==> src/rtl/rf_write_arbiter_if.sv <==
// Bus interface for rf_write_arbiter. It carries the two write-back request
// ports (A = EXU, B = LSU), the register-file write port and the idle flag.
// master: the requesters and RF side (testbench / core); slave: the arbiter.
interface rf_write_arbiter_if #(
  parameter int ADDR_WIDTH = 5,
  parameter int DATA_WIDTH = 32
);
  logic                  a_valid;
  logic                  a_ready;
  logic [ADDR_WIDTH-1:0] a_addr;
  logic [DATA_WIDTH-1:0] a_data;
  logic                  b_valid;
  logic                  b_ready;
  logic [ADDR_WIDTH-1:0] b_addr;
  logic [DATA_WIDTH-1:0] b_data;
  logic                  rf_wen;
  logic [ADDR_WIDTH-1:0] rf_waddr;
  logic [DATA_WIDTH-1:0] rf_wdata;
  logic                  idle;

  modport master (
    output a_valid, a_addr, a_data, b_valid, b_addr, b_data,
    input  a_ready, b_ready, rf_wen, rf_waddr, rf_wdata, idle
  );

  modport slave (
    input  a_valid, a_addr, a_data, b_valid, b_addr, b_data,
    output a_ready, b_ready, rf_wen, rf_waddr, rf_wdata, idle
  );
endinterface

==> src/rtl/rf_write_arbiter.sv <==
// rf_write_arbiter: two-requester write-port arbiter for a single-write-port
// register file. Each port buffers one entry. Writes to x0 are dropped at
// acceptance. Entries are written oldest-first. A round-robin pointer breaks
// ties between entries loaded in the same cycle.
// Optional feature macro: RF_ARB_PERF_EN adds the perf_writes/perf_stalls
// counters.
module rf_write_arbiter #(
  parameter int ADDR_WIDTH = 5,
  parameter int DATA_WIDTH = 32
) (
  input  logic                 clk,
  input  logic                 rst,
  rf_write_arbiter_if.slave    bus
`ifdef RF_ARB_PERF_EN
  ,
  output logic [31:0]          perf_writes,
  output logic [31:0]          perf_stalls
`endif
);

  // Per-port buffered entry
  logic                  r_held_a, r_held_b;
  logic [ADDR_WIDTH-1:0] r_addr_a, r_addr_b;
  logic [DATA_WIDTH-1:0] r_data_a, r_data_b;
  // Ordering state
  logic                  r_a_older;  // A was loaded before B
  logic                  r_tie;      // both entries were loaded in the same cycle
  logic                  r_rr;       // 0: A wins the next tie, 1: B wins it

  logic w_grant_a, w_grant_b;
  logic w_acc_a, w_acc_b;
  logic w_load_a, w_load_b;
  logic w_keep_a, w_keep_b;
  logic w_both_held;

  assign w_both_held = r_held_a & r_held_b;

  // Grant selection from registered state only, so ready never depends on valid
  always_comb begin
    // NOTE: defaults first so every path assigns both grants; this prevents latch inference.
    w_grant_a = 1'b0;
    w_grant_b = 1'b0;
    if (w_both_held) begin
      if (r_tie) begin
        w_grant_a = ~r_rr;
        w_grant_b = r_rr;
      end else begin
        w_grant_a = r_a_older;
        w_grant_b = ~r_a_older;
      end
    end else begin
      w_grant_a = r_held_a;
      w_grant_b = r_held_b;
    end
  end

  // A port accepts when its slot is empty or is being drained this cycle
  assign bus.a_ready = ~r_held_a | w_grant_a;
  assign bus.b_ready = ~r_held_b | w_grant_b;

  assign w_acc_a  = bus.a_valid & bus.a_ready;
  assign w_acc_b  = bus.b_valid & bus.b_ready;
  // x0 writes complete the handshake but never occupy the slot
  assign w_load_a = w_acc_a & (bus.a_addr != '0);
  assign w_load_b = w_acc_b & (bus.b_addr != '0);
  // An entry that is held and not written this cycle survives into the next one
  assign w_keep_a = r_held_a & ~w_grant_a;
  assign w_keep_b = r_held_b & ~w_grant_b;

  assign bus.rf_wen   = w_grant_a | w_grant_b;
  assign bus.rf_waddr = w_grant_a ? r_addr_a : r_addr_b;
  assign bus.rf_wdata = w_grant_a ? r_data_a : r_data_b;
  assign bus.idle     = ~r_held_a & ~r_held_b;

  // Control state: occupancy, age and tie-break pointer
  always_ff @(posedge clk or posedge rst) begin
    if (rst) begin
      // NOTE: sequential state uses non-blocking assignments so all flops update together at the edge.
      r_held_a  <= 1'b0;
      r_held_b  <= 1'b0;
      r_a_older <= 1'b0;
      r_tie     <= 1'b0;
      r_rr      <= 1'b0;
    end else begin
      r_held_a <= w_load_a | w_keep_a;
      r_held_b <= w_load_b | w_keep_b;
      r_tie    <= w_load_a & w_load_b;
      if (w_load_a && !w_load_b && w_keep_b) begin
        r_a_older <= 1'b0;
      end else if (w_load_b && !w_load_a && w_keep_a) begin
        r_a_older <= 1'b1;
      end
      if (w_both_held && r_tie) begin
        r_rr <= ~r_rr;
      end
    end
  end

  // Entry payload registers, loaded on acceptance
  // NOTE: payload flops have no reset; they are only read while the matching held bit is set.
  always_ff @(posedge clk) begin
    if (w_load_a) begin
      r_addr_a <= bus.a_addr;
      r_data_a <= bus.a_data;
    end
    if (w_load_b) begin
      r_addr_b <= bus.b_addr;
      r_data_b <= bus.b_data;
    end
  end

`ifdef RF_ARB_PERF_EN
  // Performance counters: completed writes and cycles with both slots occupied
  always_ff @(posedge clk or posedge rst) begin
    if (rst) begin
      perf_writes <= '0;
      perf_stalls <= '0;
    end else begin
      if (bus.rf_wen) begin
        perf_writes <= perf_writes + 32'd1;
      end
      if (w_both_held) begin
        perf_stalls <= perf_stalls + 32'd1;
      end
    end
  end
`endif

endmodule

==> src/flat_wrapper.sv <==
// flat-port wrapper written by rule: the top's interface ports become plain ports
module rf_write_arbiter_flat 
#(
  parameter int ADDR_WIDTH = 5,
  parameter int DATA_WIDTH = 32
)
  (clk, rst, bus_a_valid, bus_a_addr, bus_a_data, bus_b_valid, bus_b_addr, bus_b_data, bus_a_ready, bus_b_ready, bus_rf_wen, bus_rf_waddr, bus_rf_wdata, bus_idle);
  rf_write_arbiter_if #(.ADDR_WIDTH(ADDR_WIDTH), .DATA_WIDTH(DATA_WIDTH)) bus_i ();
  input  logic clk;
  input  logic rst;
  input wire logic [$bits(bus_i.a_valid)-1:0] bus_a_valid;
  input wire logic [$bits(bus_i.a_addr)-1:0] bus_a_addr;
  input wire logic [$bits(bus_i.a_data)-1:0] bus_a_data;
  input wire logic [$bits(bus_i.b_valid)-1:0] bus_b_valid;
  input wire logic [$bits(bus_i.b_addr)-1:0] bus_b_addr;
  input wire logic [$bits(bus_i.b_data)-1:0] bus_b_data;
  output wire logic [$bits(bus_i.a_ready)-1:0] bus_a_ready;
  output wire logic [$bits(bus_i.b_ready)-1:0] bus_b_ready;
  output wire logic [$bits(bus_i.rf_wen)-1:0] bus_rf_wen;
  output wire logic [$bits(bus_i.rf_waddr)-1:0] bus_rf_waddr;
  output wire logic [$bits(bus_i.rf_wdata)-1:0] bus_rf_wdata;
  output wire logic [$bits(bus_i.idle)-1:0] bus_idle;
  assign bus_i.a_valid = bus_a_valid;
  assign bus_i.a_addr = bus_a_addr;
  assign bus_i.a_data = bus_a_data;
  assign bus_i.b_valid = bus_b_valid;
  assign bus_i.b_addr = bus_b_addr;
  assign bus_i.b_data = bus_b_data;
  assign bus_a_ready = bus_i.a_ready;
  assign bus_b_ready = bus_i.b_ready;
  assign bus_rf_wen = bus_i.rf_wen;
  assign bus_rf_waddr = bus_i.rf_waddr;
  assign bus_rf_wdata = bus_i.rf_wdata;
  assign bus_idle = bus_i.idle;
  rf_write_arbiter #(.ADDR_WIDTH(ADDR_WIDTH), .DATA_WIDTH(DATA_WIDTH)) u_core (.clk(clk), .rst(rst), .bus(bus_i));
endmodule
==> config.mk <==
export PLATFORM = sky130hd
export DESIGN_NAME = rf_write_arbiter_flat
export DESIGN_NICKNAME = d
export VERILOG_FILES = /design/src/rtl/rf_write_arbiter_if.sv /design/src/rtl/rf_write_arbiter.sv /design/src/flat_wrapper.sv
export SDC_FILE = /design/constraint.sdc
export NUM_CORES = 1
export LEC_CHECK = 0
export CAP_MARGIN = 30
export CORE_AREA = 3 3 98 100
export DETAILED_ROUTE_END_ITERATION = 8
export DIE_AREA = 0 0 101 103
export PLACE_DENSITY = 0.65
export SLEW_MARGIN = 40
export SYNTH_ARGS = -nofsm -noshare
export SYNTH_HDL_FRONTEND = slang
export SYNTH_SLANG_ARGS = --single-unit
==> constraint.sdc <==
create_clock -name clk -period 6.25 [get_ports clk]
set_input_delay 1.25 -clock clk [delete_from_list [all_inputs] [get_ports clk]]
set_output_delay 1.25 -clock clk [all_outputs]
set_load 0.02 [all_outputs]
==> results.py <==
metrics = {
    "worst_hold_path": {
        "hold_class": "flip-flop to flip-flop",
        "hp-start": "u_core.r_rr",
        "hold_depth": 1,
        "min_to": "u_core.r_rr",
    },
    "synthesis": {
        "synth_fa_ha_area_share_pct": 0,
        "yosysUniqueCellTypes": 19,
        "yosys_warnings": 0,
        "netlist.area_leader.share_pct": 72.31,
        "synthTopCellsByArea": "edfxtp_1, mux2_4, dfrtp_1, mux2_2, buf_8",
        "synthCells": 147,
        "synth_ff_type": "edfxtp_1",
        "synth_enable_flop_cells": 74,
        "syn-num-nets": 225,
        "synth_largest_area_cell": "edfxtp_1",
        "ys_seq_area_share_pct": 76.38,
        "synth_seq_cells": 79,
        "synthSimpleGateAreaFrac_pct": 1.832,
        "postSynthAreaPerCell_um2": 20.90,
        "yosys-top-cells-count": "edfxtp_1, mux2_4, mux2_2, nand2_1, dfrtp_1",
        "synth_top_family_by_area": "multiplexers",
        "async_flop_share_pct": 6.329,
        "synthMuxAreaShare_pct": 17.22,
        "yosys.cell_count.top_type": "edfxtp_1",
        "synthXorXnorAreaFrac_pct": 0.2850,
        "synth_area_mm2": 0.003073,
        "synth-compound-area-share_pct": 2.199,
    },
    "sta": {
        "fin_crit_sh_pct": 65.10,
        "setup_viol": 0,
        "fin_worst_skew_ns": 0.007143,
        "fin_crit_ns": 4.069,
        "worst_slack_ns": 2.181,
        "rsz0062_at_grt": "false",
        "finalHoldViolCount": 0,
        "worst_pin_slew_ns": 0.6811,
        "tns_ns": 0,
        "relSlewSlack_pct": 54.12,
        "fmax_mhz": 245.8,
        "maxSlewViolCount": 0,
    },
    "clocking": {
        "cts_sinks": 79,
        "clk_path_buf_depth": 2,
        "cts_hold_buffers": 0,
        "cts_tree": "built",
        "cts_root_buffer": "clkbuf_8",
        "cts_resized": 0,
        "clk_latency_ns": 0.33,
        "clkTransAtPathRegs_ns": 0.07,
        "postCtsSetupBuffers": 0,
        "htree_levels": 3,
        "cts_buffers": 9,
    },
    "power_and_ir_drop": {
        "p_leak_nw": 1.712,
        "power_density_mw_per_mm2": 357.4,
        "peakVddDrop_mv": 0.1421,
    },
    "placed_design": {
        "pre_cts_slack_ns": 2.507,
        "dp_hpwl_um": 4573,
        "gp_congestion": 0.6994,
        "port_buffers": 118,
    },
    "worst_setup_path": {
        "cp.required_ns": 5.00,
        "reg2regPathDepth": 4,
        "critical-path-top-delay-family": "buffers and inverters",
        "max_stage_delay_ns": 0.55,
        "cp.arrival_ns": 2.82,
        "cp_max_fo": 15,
        "crit_buf_inv": 2,
        "path_cells": "nand2_1 -> o21a_2 -> o21ai_4 -> buf_4 -> mux2_2 -> clkdlybuf4s50_1",
        "r2r-start": "u_core.r_tie",
        "r2r-end": "u_core.r_data_a[19]",
        "start_kind": "flip-flop",
        "end_kind": "primary output",
        "rrSetupSlack_ns": 4.18,
        "crit_path_top_delay_cell": "clkdlybuf4s50_1",
        "crit_type": "flip-flop to primary output",
    },
    "job": {
        "maxCapViolCount": 0,
    },
    "routing": {
        "drc": 0,
        "vias_per_cell": 4.460,
        "num_vias": 1726,
        "dr.pass1.iters": 4,
        "wire_per_inst_um": 16.20,
        "first_iter_violations": 29,
        "routed_wl_um": 6269,
        "ant_nets": 0,
    },
    "outcome": {
        "status": "complete, no violations",
    },
    "finish": {
        "diodes": 0,
        "fill_cells": 734,
        "area_growth_pct": 50.45,
        "nets": 354,
        "drive_gt1_share_pct": 20.79,
    },
    "global_routing": {
        "antenna_found_initial": 0,
        "grt.overflow.total": 0,
        "grt_pass1_wl_um": 9418,
        "grt_pass1_vias": 1837,
        "track_usage_pct": 12.36,
        "grt_max_degree": 25,
    },
    "die": {
        "die_y_um": 103,
        "die_w_um": 101,
        "start_util_pct": 35.07,
        "io_pins": 119,
        "die_area_mm2": 0.01040,
        "core_area_mm2": 0.008763,
        "row_count": 34,
    },
}
==> cells in the final DEF, fill, tap and decap left out, types with 2 or more instances in the layout <==
cell type,n
mux2_2,7
nand2_1,7
dfrtp_1,5
bufinv_16,3
or4_1,2
mux2_4,30
edfxtp_1,74
inv_1,4
o21ai_0,4
clkdlybuf4s50_1,118
clkbuf_8,9
a21oi_4,2
buf_4,3
==> routing by layer <==
metal | GRT usage, % | share of wire [%] | vias to the layer above | wire length, um
li1 | - | - | 824 | -
met1 | 15.08 | 43 | 826 | 2665
met2 | 20.20 | 49 | 70 | 3048
met3 | 4.736 | 7.9 | 6 | 496
met4 | 4.294 | 0.94 | 0 | 59
met5 | 0 | 0 | - | 0
==> cell families (layout without fill, tap and decap cells) <==
group,count (synthesis),after routing
flip-flops,79,79
multiplexers,37,37
AND/OR/NAND/NOR,12,12
AO/OA/AOI/OAI,10,10
buffers and inverters,8,140
XOR/XNOR,1,1
==> power by group <==
part / switching, mW / total (mW) / internal (mW)
clock network: 0.169 / 0.428 / 0.259
registers: 0.0219 / 0.683 / 0.661
logic: 0.250 / 0.541 / 0.291
==> stage by stage <==
step	std cells	total power, mW	utilization (%)	instance area [um2]	hold WS (ns)
6_report	387	1.652	52.76	4623	0.5025
5_1_grt	387	1.729	52.76	4623	0.5113
4_1_cts	387	1.677	52.76	4623	0.5060
3_5_place_dp	373	1.246	50.21	4400	0.4864
3_3_place_gp	372	1.236	50.04	4385	0.4844
2_1_floorplan	147	1.016	-	3073	0.4608
==> worst register-to-register path: cells and delay by family (launching register included) <==
kind | cells | cell delay, ns
AOI/OAI and AO/OA | 2 | 0.78
DFF | 1 | 0.42
buffers and inverters | 1 | 0.42
and+or+nand+nor | 1 | 0.12
==> flip-flops by register name, indices dropped and copies added, names as in the netlist <==
signal	cells
u_core.r_held_b	1
u_core.r_tie	1
u_core.r_addr_a	5
u_core.r_a_older	1
u_core.r_held_a	1
u_core.r_addr_b	5
u_core.r_rr	1
u_core.r_data_a	32
u_core.r_data_b	32
==> final cells by class <==
cell class                      instances  area, um2  area share [%]
Sequential cell                        79       2347           50.77
Timing Repair Buffer                  122       1219           26.36
Multi-Input combinational cell         60      684.4           14.80
Tap cell                              108      135.1           2.923
Clock buffer                            9      123.9           2.679
Clock inverter                          5      98.84           2.138
Inverter                                4      15.01          0.3248
==> worst max path at each step <==
stage / depth (start not counted) / startpoint / end / slack (ns)
floorplan: 3 / bus_a_addr[3] / u_core.r_addr_a[0] / 2.50
global placement: 5 / u_core.r_tie / bus_rf_waddr[4] / 2.18
detailed placement: 5 / u_core.r_tie / bus_rf_waddr[4] / 2.51
CTS: 5 / u_core.r_a_older / bus_rf_waddr[4] / 2.13
global route: 6 / u_core.r_tie / bus_rf_waddr[4] / 2.05
finish: 6 / u_core.r_tie / bus_rf_waddr[4] / 2.18
Note: power is estimated with default switching activity, not from simulation.
